File: src/rtl/arq_tx_ctrl.sv
// Stop-and-wait ARQ transmit controller: pops one frame from the FIFO, sends it,
// waits for ack/nack/timeout and retransmits up to MAX_RETRY times before dropping it.
module arq_tx_ctrl #(
    parameter int DATA_WIDTH = 4,
    parameter int MAX_RETRY  = 3,
    parameter int TIMEOUT    = 8
) (
    input  logic                  clk,
    input  logic                  rst_n,
    input  logic                  fifo_empty,
    output logic                  fifo_rd_en,
    input  logic [DATA_WIDTH-1:0] fifo_data,
    output logic                  tx_valid,
    output logic [DATA_WIDTH-1:0] tx_data,
    input  logic                  tx_ready,
    input  logic                  ack,
    input  logic                  nack,
    output logic                  busy,
    output logic [2:0]            retry_cnt,
    output logic                  done,
    output logic                  fail,
    output logic [7:0]            frames_ok,
    output logic [7:0]            frames_fail
);

    typedef enum logic [1:0] {IDLE, FETCH, SEND, WAIT} state_t;

    localparam logic [7:0] TIMER_LAST  = 8'(TIMEOUT - 1);
    localparam logic [2:0] RETRY_LIMIT = 3'(MAX_RETRY);

    state_t                state;
    logic [DATA_WIDTH-1:0] frame_q;
    logic [7:0]            timer;
    logic                  resp_ack;
    logic                  attempt_fail;

    // nack wins over a simultaneous ack; ack wins over a simultaneous timeout.
    assign resp_ack     = ack && !nack;
    assign attempt_fail = nack || (timer == TIMER_LAST);

    // Pop request is gated by reset so every output reads 0 while rst_n is low.
    assign fifo_rd_en = rst_n && (state == IDLE) && !fifo_empty;

    always_ff @(posedge clk or negedge rst_n) begin
        if (!rst_n) begin
            state       <= IDLE;
            frame_q     <= '0;
            timer       <= '0;
            retry_cnt   <= '0;
            tx_valid    <= 1'b0;
            tx_data     <= '0;
            busy        <= 1'b0;
            done        <= 1'b0;
            fail        <= 1'b0;
            frames_ok   <= '0;
            frames_fail <= '0;
        end else begin
            done <= 1'b0;
            fail <= 1'b0;
            case (state)
                IDLE: begin
                    if (!fifo_empty) begin
                        state <= FETCH;
                        busy  <= 1'b1;
                    end
                end
                FETCH: begin
                    frame_q  <= fifo_data;
                    tx_data  <= fifo_data;
                    tx_valid <= 1'b1;
                    state    <= SEND;
                end
                SEND: begin
                    if (tx_ready) begin
                        tx_valid <= 1'b0;
                        tx_data  <= '0;
                        timer    <= '0;
                        state    <= WAIT;
                    end
                end
                WAIT: begin
                    timer <= timer + 8'd1;
                    if (resp_ack) begin
                        done      <= 1'b1;
                        frames_ok <= frames_ok + 8'd1;
                        retry_cnt <= '0;
                        busy      <= 1'b0;
                        state     <= IDLE;
                    end else if (attempt_fail) begin
                        if (retry_cnt < RETRY_LIMIT) begin
                            retry_cnt <= retry_cnt + 3'd1;
                            tx_valid  <= 1'b1;
                            tx_data   <= frame_q;
                            state     <= SEND;
                        end else begin
                            fail        <= 1'b1;
                            frames_fail <= frames_fail + 8'd1;
                            retry_cnt   <= '0;
                            busy        <= 1'b0;
                            state       <= IDLE;
                        end
                    end
                end
                default: state <= IDLE;
            endcase
        end
    end

endmodule
File: config.mk
export PLATFORM = sky130hd
export DESIGN_NAME = arq_tx_ctrl
export DESIGN_NICKNAME = d
export VERILOG_FILES = /design/src/rtl/arq_tx_ctrl.sv
export SDC_FILE = /design/constraint.sdc
export NUM_CORES = 1
export LEC_CHECK = 0
export CORE_MARGIN = 2
export CORE_UTILIZATION = 51
export DETAILED_ROUTE_END_ITERATION = 8
export HOLD_SLACK_MARGIN = 0.12
export PLACE_DENSITY = 0.85
export REMOVE_ABC_BUFFERS = 1
export SLEW_MARGIN = 30
export SYNTH_ARGS = -nofsm -noshare
export SYNTH_HDL_FRONTEND = slang
export SYNTH_SLANG_ARGS = --single-unit
File: constraint.sdc
create_clock -name clk -period 2.3 [get_ports clk]
set_input_delay 0.345 -clock clk [delete_from_list [all_inputs] [get_ports clk]]
set_output_delay 0.345 -clock clk [all_outputs]
set_load 0.02 [all_outputs]
## Yosys cells after proc, flatten, opt, wreduce, memory -nomap -nowiden

Index checks and enable logic that the tools add are counted.

| cells by class | value |
|---|---|
| reductions and logical operators | 18 |
| multipliers | 0 |
| shifts and indexed selects | 0 |
| bitwise logic cells | 2 |
| magnitude comparators | 1 |
| equality and inequality tests | 11 |
| div/mod/pow operators | 0 |
| mux-type cells | 32 |
| add/subtract/negate cells | 4 |

Operator list:

| operator | number |
|---|---|
| adder 8 x 1 -> 8 bit, second input constant | 3 |
| two-way mux 4 bit | 4 |
| one-hot mux 8 bit (2 select lines) | 1 |
| two-way mux 1 bit | 14 |
| one-hot mux 4 bit (3 select lines) | 1 |
| two-way mux 2 bit | 5 |
| inequality test 2 bit, second input constant | 5 |
| two-way mux 3 bit | 3 |
| == test 8 x 3 -> 1 bit, second input constant | 1 |
| two-way mux 8 bit | 1 |
| one-hot mux 2 bit (4 select lines) | 1 |
| AND reduction 4 bit | 2 |
| inequality test 3 bit, second input constant | 2 |
| AND reduction 2 bit | 3 |
| nonzero test 2 bit | 3 |
| AND reduction 5 bit | 1 |
| == test 2 bit, second input constant | 2 |
| adder 3 x 1 -> 3 bit, second input constant | 1 |
| logical AND 1 bit | 3 |
| < comparator 3 x 2 -> 1 bit, second input constant | 1 |
| one-hot mux 1 bit (3 select lines) | 1 |
| AND reduction 3 bit | 1 |
| nonzero test 3 bit | 1 |
| == test 2 x 1 -> 1 bit, second input constant | 1 |
| other kinds (5) | 7 |

| storage, ports and cells | value |
|---|---|
| memories | 0 |
| RAM bits | 0 |
| latch bits | 0 |
| register bits | 41 |
| word-level logic and storage cells | 79 |
| ROM bits | 0 |
| output and inout bits | 28 |

## Longest topological paths before layout

Gate-level depths: netlist of run 1.

| depth | value |
|---|---|
| word-level depth | 5 |
| depth in mapped cells | 7 |

## Least setup slack after synthesis of run 1

No wires, ideal clock.

| timing path | value |
|---|---|
| path type | flip-flop to flip-flop |
| from | register timer[0] |
| to | register retry_cnt[0] |
| stages on the path, launching flop included | 6 |
| data arrival time | 1662 ps |
| required time | 2175 ps |
| clock period less this slack | 1787 ps |
| setup slack | 513 ps |
| path through | dfrtp_1 -> ha_1 -> and4bb_2 -> a211o_1 -> nand2_1 -> mux2_2 |

| on the way | value |
|---|---|
| cells in the longest elaborated chain, start to end | 4 |

RTL lines:

| element | RTL line | source |
|---|---|---|
| start: declaration | 33 | `logic [7:0] timer;` |
| start signal: assignment | 82 | `timer <= timer + 8'd1;` |
| == test 8 x 3 -> 1 bit | 39 | `assign attempt_fail = nack \|\| (timer == TIMER_LAST);` |
| logical OR 1 bit | 39 |  |
| nonzero test 2 bit (no source line) | - |  |
| AND reduction 2 bit (no source line) | - |  |
| end signal: assignment | 91 | `retry_cnt <= retry_cnt + 3'd1;` |
| end: declaration | 19 | `output logic [2:0] retry_cnt,` |

Every way passes these cells.
A chain may end at the register's enable or synchronous reset.

## Worst setup path in the final report of run 1

| timing path | value |
|---|---|
| from | register state[1] |
| to | output port fifo_rd_en |

| on the way | value |
|---|---|
| cells in the longest elaborated chain, start to end | 3 |

RTL lines:

| element | RTL line | source |
|---|---|---|
| start: declaration | 31 | `state_t state;` |
| start signal: assignment | 46 | `state <= IDLE;` |
| start signal: assignment | 63 | `state <= FETCH;` |
| start signal: assignment | 71 | `state <= SEND;` |
| logical NOT 2 bit | 42 | `assign fifo_rd_en = rst_n && (state == IDLE) && !fifo_empty;` |
| logical AND 1 bit (2 in series) | 42 |  |
| end: declaration | 11 | `output logic fifo_rd_en,` |

Every way passes these cells.

==> results.ini, run 1 <==
[power_and_ir_drop]
p_total_uw=2916
vdd_ir_drop_max_uv=688.1
powerDensity_mw_per_mm2=1188
p_leak_uw=0.001057

[global_route]
grt_pass1_vias=1469
overflow=0
grtUsageTotal_pct=20.84
grt_max_degree=42
antenna_found_initial=0
grt_pass1_wl_mm=6.630

[setup_path]
cp.required_ns=1.96
cp-start-kind=flip-flop
critPathArrivalTime_ns=1.79
r2r_end=retry_cnt[0]$_DFFE_PN0P_
reg2reg_from=timer[0]$_DFFE_PN0P_
worstSetupPathType=reg2out
crit_fanout=13
cp-end-kind=primary output
rr_worst_depth=5
reg2reg_setup_slack_ns=0.34

[logic_synthesis]
synth_seq_cells=41
ys_async_sr_fraction_pct=100.0
syn_inst=172
yosysWarnings=0
synth_top_area_cell=dfrtp_1
synth-edff-count=0
synth.distinct_cells=39
ys_top_cells_by_area=dfrtp_1 (53%), mux2_2 (6.4%), o21ai_0 (4.4%)
netlist.area_leader.share_pct=53.11
syn_area_per_cell_sq_um=11.23
ys_seq_area_share_pct=53.11
synth_flop_cell=dfrtp_1
syn_area_sq_mm=0.001932

[placement]
pre_cts_slack_ns=0.2826
port_buffers=37
place_congestion=0.7975
place_hpwl_mm=2.685

[final_layout]
n_fill_cell=274
regArea_sq_mm=0.001027
multiInputGateArea_sq_um=847.1
area_growth_pct=27.01
antenna_cells=0
drive_above_1_share_pct=14.62
nNetsFinal=225

[detailed_routing]
drt-initial-drc-count=90
wl_mm=3.881
num_vias=1456
drc=0
vias_per_cell=5.600
dr.pass1.iters=4
final_antenna_net_count=0
route.detailed.wl_per_inst_um=14.93

[timing]
worst_slew_pin_slew_ns=0.5536
maxSlewViolCount=0
rsz0062_at_grt=false
fmax_mhz=467.3
setup_ws_ns=0.1600
final-setup-viol-count=0
period_needed_ns=2.140
finalCritPeriodShare_pct=93.04
setup_tns_ns=0
maxSlewHeadroom_pct=62.84
clock_skew_ns=0.003105
final-hold-violation-count=0

[die]
dieArea_sq_mm=0.004296
initial_utilization_pct=52.77
die_w_um=65.55
ios=38
core_area_sq_mm=0.003661
row_count=22
die-height_um=65.55

[clocking]
cts.path.max_buffers=2
tritoncts=done
cts_made_buffers=5
clkLatencyLatePin_ns=0.30
htree_levels=2
cts_setup_buffers=0
clk_pin_slew_worst_paths_ns=0.08
cts_root_buf=clkbuf_8
cts.sinks=41

[run_status]
status=complete, no violations

[worst_hold_path]
min_path_type=in2async

[job]
maxCapViolations=0

-- cells in the mapped netlist, types with 2 or more instances --
master    instances
and3_1            2
nor2_1            4
a21bo_2           2
o21ai_0          17
o22a_1            2
xnor2_1           5
ha_1              4
mux2_2           11
xor2_1            9
and2_1            2
nand3_1           7
nor2b_1           4
clkbuf_1          2
nor3_1            6
a31oi_1           4
nand4_1           8
nor4_1            3
nand2_1          12
inv_1             4
buf_2             4
a21oi_1           2
dfrtp_1          41
-- metrics by stage --
step                util (%)  std cells  hold slack [ns]  cell area (sq um)
global placement       63.81        252           0.4576               2336
finish                 67.02        260           0.1211               2454
detailed placement     63.81        252           0.4635               2336
CTS                    66.99        260           0.1429               2452
floorplan                  -        164          0.04941               1888
global route           67.02        260           0.1717               2454
-- layout by cell type, fill, tap and decap left out, types with 2 or more instances in the layout --
cell type / instances
buf_4: 3
nor2_1: 4
clkdlybuf4s50_1: 36
nand2_1: 12
nor2b_1: 4
and2_1: 2
clkbuf_8: 6
nor4_1: 3
nand4_1: 8
xnor2_1: 5
o22a_1: 2
inv_1: 4
dfrtp_1: 40
a21oi_1: 2
and3_1: 2
a31oi_1: 4
nor3_1: 6
o21ai_0: 17
xor2_1: 9
ha_1: 4
mux2_2: 11
nand3_1: 7
a21bo_2: 2
-- registers in the layout, summed over array words and instances (netlist names) --
register and count:
busy 1, done 1, fail 1, frame_q 4, frames_fail 8, frames_ok 8, retry_cnt 3, state 2
timer 8, tx_data 4, tx_valid 1
-- worst max path at each step --
stage | slack [ns] | startpoint | to | depth (start not counted)
after global placement | 0.31 | fifo_empty | fifo_rd_en | 4
after detailed placement | 0.28 | fifo_empty | fifo_rd_en | 4
after CTS | 0.09 | state[1]$_DFFE_PN0P_ | fifo_rd_en | 3
final | 0.16 | state[1]$_DFFE_PN0P_ | fifo_rd_en | 3
after global routing | 0.05 | state[1]$_DFFE_PN0P_ | fifo_rd_en | 3
after floorplan | 0.51 | timer[0]$_DFFE_PN0P_ | retry_cnt[0]$_DFFE_PN0P_ | 5
-- power by group --
group | switching (uW) | internal, uW
logic | 569 | 569
clock network | 244 | 354
registers | 242 | 938
total | 1050 | 1860
-- layer usage --
metal / track usage, % / part of all wire [%]
met1: 25.85 / 46
met2: 33.55 / 48
met3: 6.849 / 4.5
met4: 8.594 / 1.6
met5: 0 / 0
-- critical path, stage by stage, from the launching register on --
cell and delay [ns]:
dfrtp_2 0.50, nor3_1 0.25, and2_1 0.15, clkdlybuf4s50_1 0.59
-- area by class of cell --
type                            instances  area share, %
Sequential cell                        41          41.87
Multi-Input combinational cell        119          34.52
Timing Repair Buffer                   40          15.81
Clock buffer                            7          3.519
Tap cell                               48          2.448
Clock inverter                          1          1.224
Inverter                                4         0.6119
-- what timing repair did --
action,CTS,global route
gates resized for setup,0,1
hold buffers,0,0
setup endpoints to repair,0,1
-- cell families after synthesis --
group           after synthesis  synth area share, %
flops                        41                53.11
simple gates                 56                17.29
buf+inv                      12                3.044
xor+xnor                     14                6.347
fa+ha+maj                     4                2.591
compound gates               34                11.20
mux                          11                6.412
No activity file was read; power rests on OpenSTA's default activity.
==> run 2, diff against run 1 <==
Clock period 2.3 ns to 2.22 ns, I/O delays scaled along.
==> run 2 against run 1 <==
Global-route usage decreased by 1.8 points. Combinational power increased by 6%. Critical path depth unchanged. Cell area decreased by 0.76%. Final cell count unchanged. Die area unchanged. Largest cell class unchanged.
==> results.ini, run 2 (synthesis gave the netlist of run 1 again) <==
[clocking]
cts_resized=0  ; unchanged
cts_hold_buf=0  ; unchanged
cts_setup_buffers=0  ; unchanged
tritoncts=done
clk_pin_slew_worst_paths_ns=0.07  ; about the same
clkLatencyLatePin_ns=0.29  ; about the same
cts_made_buffers=5  ; unchanged
cts.path.max_buffers=2  ; unchanged
cts_root_buf=clkbuf_8
htree_levels=2  ; unchanged
cts.sinks=41  ; unchanged

[timing]
fmax_mhz=466.1
clock_skew_ns=0.003191  ; +0.00008565 ns
maxSlewHeadroom_pct=64.30  ; +1.5 points
worst_slew_pin_slew_ns=0.5319  ; -0.02168 ns
finalCritPeriodShare_pct=96.65
maxSlewViolCount=0  ; unchanged
final-setup-viol-count=0  ; unchanged
final-hold-violation-count=0  ; unchanged
period_needed_ns=2.146
hold_slack_ns=0.1225  ; +0.001421 ns

[final_layout]
mostFrequentLayoutCell=dfrtp_1
nNetsFinal=226  ; +0.44%
antenna_cells=0  ; unchanged
reg.largest.list=frames_fail (8), frames_ok (8), timer (8)
drive_above_1_share_pct=14.62  ; unchanged
post-route-util_pct=66.51  ; -0.51 points
mostFrequentLayoutCells=dfrtp_1 (41), clkdlybuf4s50_1 (36), o21ai_0 (17)
area_growth_pct=26.04

[setup_path]
startpoint=state[1]$_DFFE_PN0P_
cpMaxStageDelayCell=clkdlybuf4s50_1
critPathArrivalTime_ns=1.81  ; +0.02 ns
cp-start-kind=flip-flop
cp.required_ns=1.89  ; -0.07 ns
worstSetupPathType=reg2out
crit_fanout=13  ; unchanged
slowest_delay_ns=0.59  ; about the same
worst-path-buf-inv=1  ; unchanged
reg2reg_from=timer[0]$_DFFE_PN0P_
path_cells=nor3_2 -> and2_1 -> clkdlybuf4s50_1
cp-end-kind=primary output
path_delay_family=buffers and inverters

[detailed_routing]
vias_per_cell=5.619  ; +0.34%
wl_mm=3.750  ; -3.4%
drc=0  ; unchanged
final_antenna_net_count=0  ; unchanged
dr.pass1.iters=4  ; unchanged
drt-initial-drc-count=82  ; -8.9%
num_vias=1461  ; +0.34%
route.detailed.wl_per_inst_um=14.42  ; -3.4%

[die]
ios=38  ; unchanged
die-height_um=65.55  ; unchanged
initial_utilization_pct=52.77  ; unchanged
core_area_sq_mm=0.003661  ; unchanged
die_w_um=65.55  ; unchanged
row_count=22  ; unchanged
dieArea_sq_mm=0.004296  ; unchanged

[power_and_ir_drop]
seq_power_share_pct=41.5  ; +1.0 points
p_int_uw=1819  ; -2.2%
swShare_pct=37.02  ; +0.84 points
powerDensity_mw_per_mm2=1186  ; -0.16%
p_leak_uw=0.001049  ; -0.76%
vdd_ir_drop_max_uv=728.9  ; +5.9%
p_comb_share_pct=41.8  ; +2.8 points
p_clk_share_pct=16.7  ; -3.8 points
p_switching_uw=1069  ; +1.4%

[global_route]
grt_use_met1_pct=25.40  ; -0.46 points
top_usage_layer=met2
grt_max_degree=42  ; unchanged
grt.met3_usage_pct=5.822  ; -1.0 points
antenna_found_initial=0  ; unchanged
grt_pass1_vias=1398  ; -4.8%
overflow=0  ; unchanged
grtUsageTotal_pct=19.08  ; -1.8 points
grt_util_met2_pct=29.97  ; -3.6 points
grt_pass1_wl_mm=6.299  ; -5.0%

[run_status]
status=complete, no violations

[job]
maxCapViolations=0  ; unchanged

[placement]
place_hpwl_mm=2.681  ; -0.12%
place_congestion=0.7954  ; -0.26%
port_buffers=37  ; unchanged

[worst_hold_path]
min_path_type=in2async

[run 2: cell count changes in the layout (fill, tap and decap cells not counted)]
cell / previous run / this run
nor3_2: 0 / 1
nor3_1: 6 / 5
bufinv_16: 1 / 0
buf_4: 3 / 4
dfrtp_1: 40 / 41
dfrtp_2: 1 / 0
[run 2: worst paths after layout]
check | to | slack, ns | depth (start not counted)
max reg2reg | retry_cnt[0]$_DFFE_PN0P_ | 0.27 | 5
min in group clk | frames_ok[7]$_DFFE_PN0P_ | 0.47 | 1
min | timer[6]$_DFFE_PN0P_ | 0.12 | 2
max | fifo_rd_en | 0.07 | 3
min reg2reg | frames_ok[7]$_DFFE_PN0P_ | 0.47 | 1
max in group asynchronous | tx_data[0]$_DFFE_PN0P_ | 1.75 | 2
[run 2: layout make-up]
type / count / area (sq um)
multi-input cells: 119 / 852.1
repair buffers: 41 / 395.4
clock buffers: 7 / 86.33
well taps: 48 / 60.06
inverters: 4 / 15.01
flip-flops and latches: 41 / 1026
fillers: 288 / 1226
[run 2: routing by layer]
layer	part of all wire (%)	wire length, um
met1	46	1725
met4	0.61	23
met2	47	1753
met5	0	0
met3	6.6	248
[run 2: power groups by stage]
stage	Clock, uW	Sequential [uW]	Combinational (uW)
4_1_cts	502	1200	1220
3_3_place_gp	0	1210	1180
3_5_place_dp	0	1210	1210
6_report	483	1200	1210
2_1_floorplan	0	1360	530
5_1_grt	532	1240	1300
[run 2: stage by stage]
step,instance area (sq um),worst slack [ns],cells,setup TNS [ns],power [uW]
floorplan,1888,0.4325,164,0,1890
global placement,2344,0.2577,253,0,2387
detailed placement,2344,0.1915,253,0,2419
CTS,2430,0.01439,260,0,2916
global route,2435,-0.005211,260,-0.005211,3073
finish,2435,0.07442,260,0,2889
==> run 3, diff against run 2 <==
Settings changed: ABC_CLOCK_PERIOD_IN_PS from default to 2220, SKIP_LAST_GASP from default to 1, TNS_END_PERCENT from default to 5.
==> results of run 3 <==
No change in the layout: final DEF, timing and power equal those of run 2.
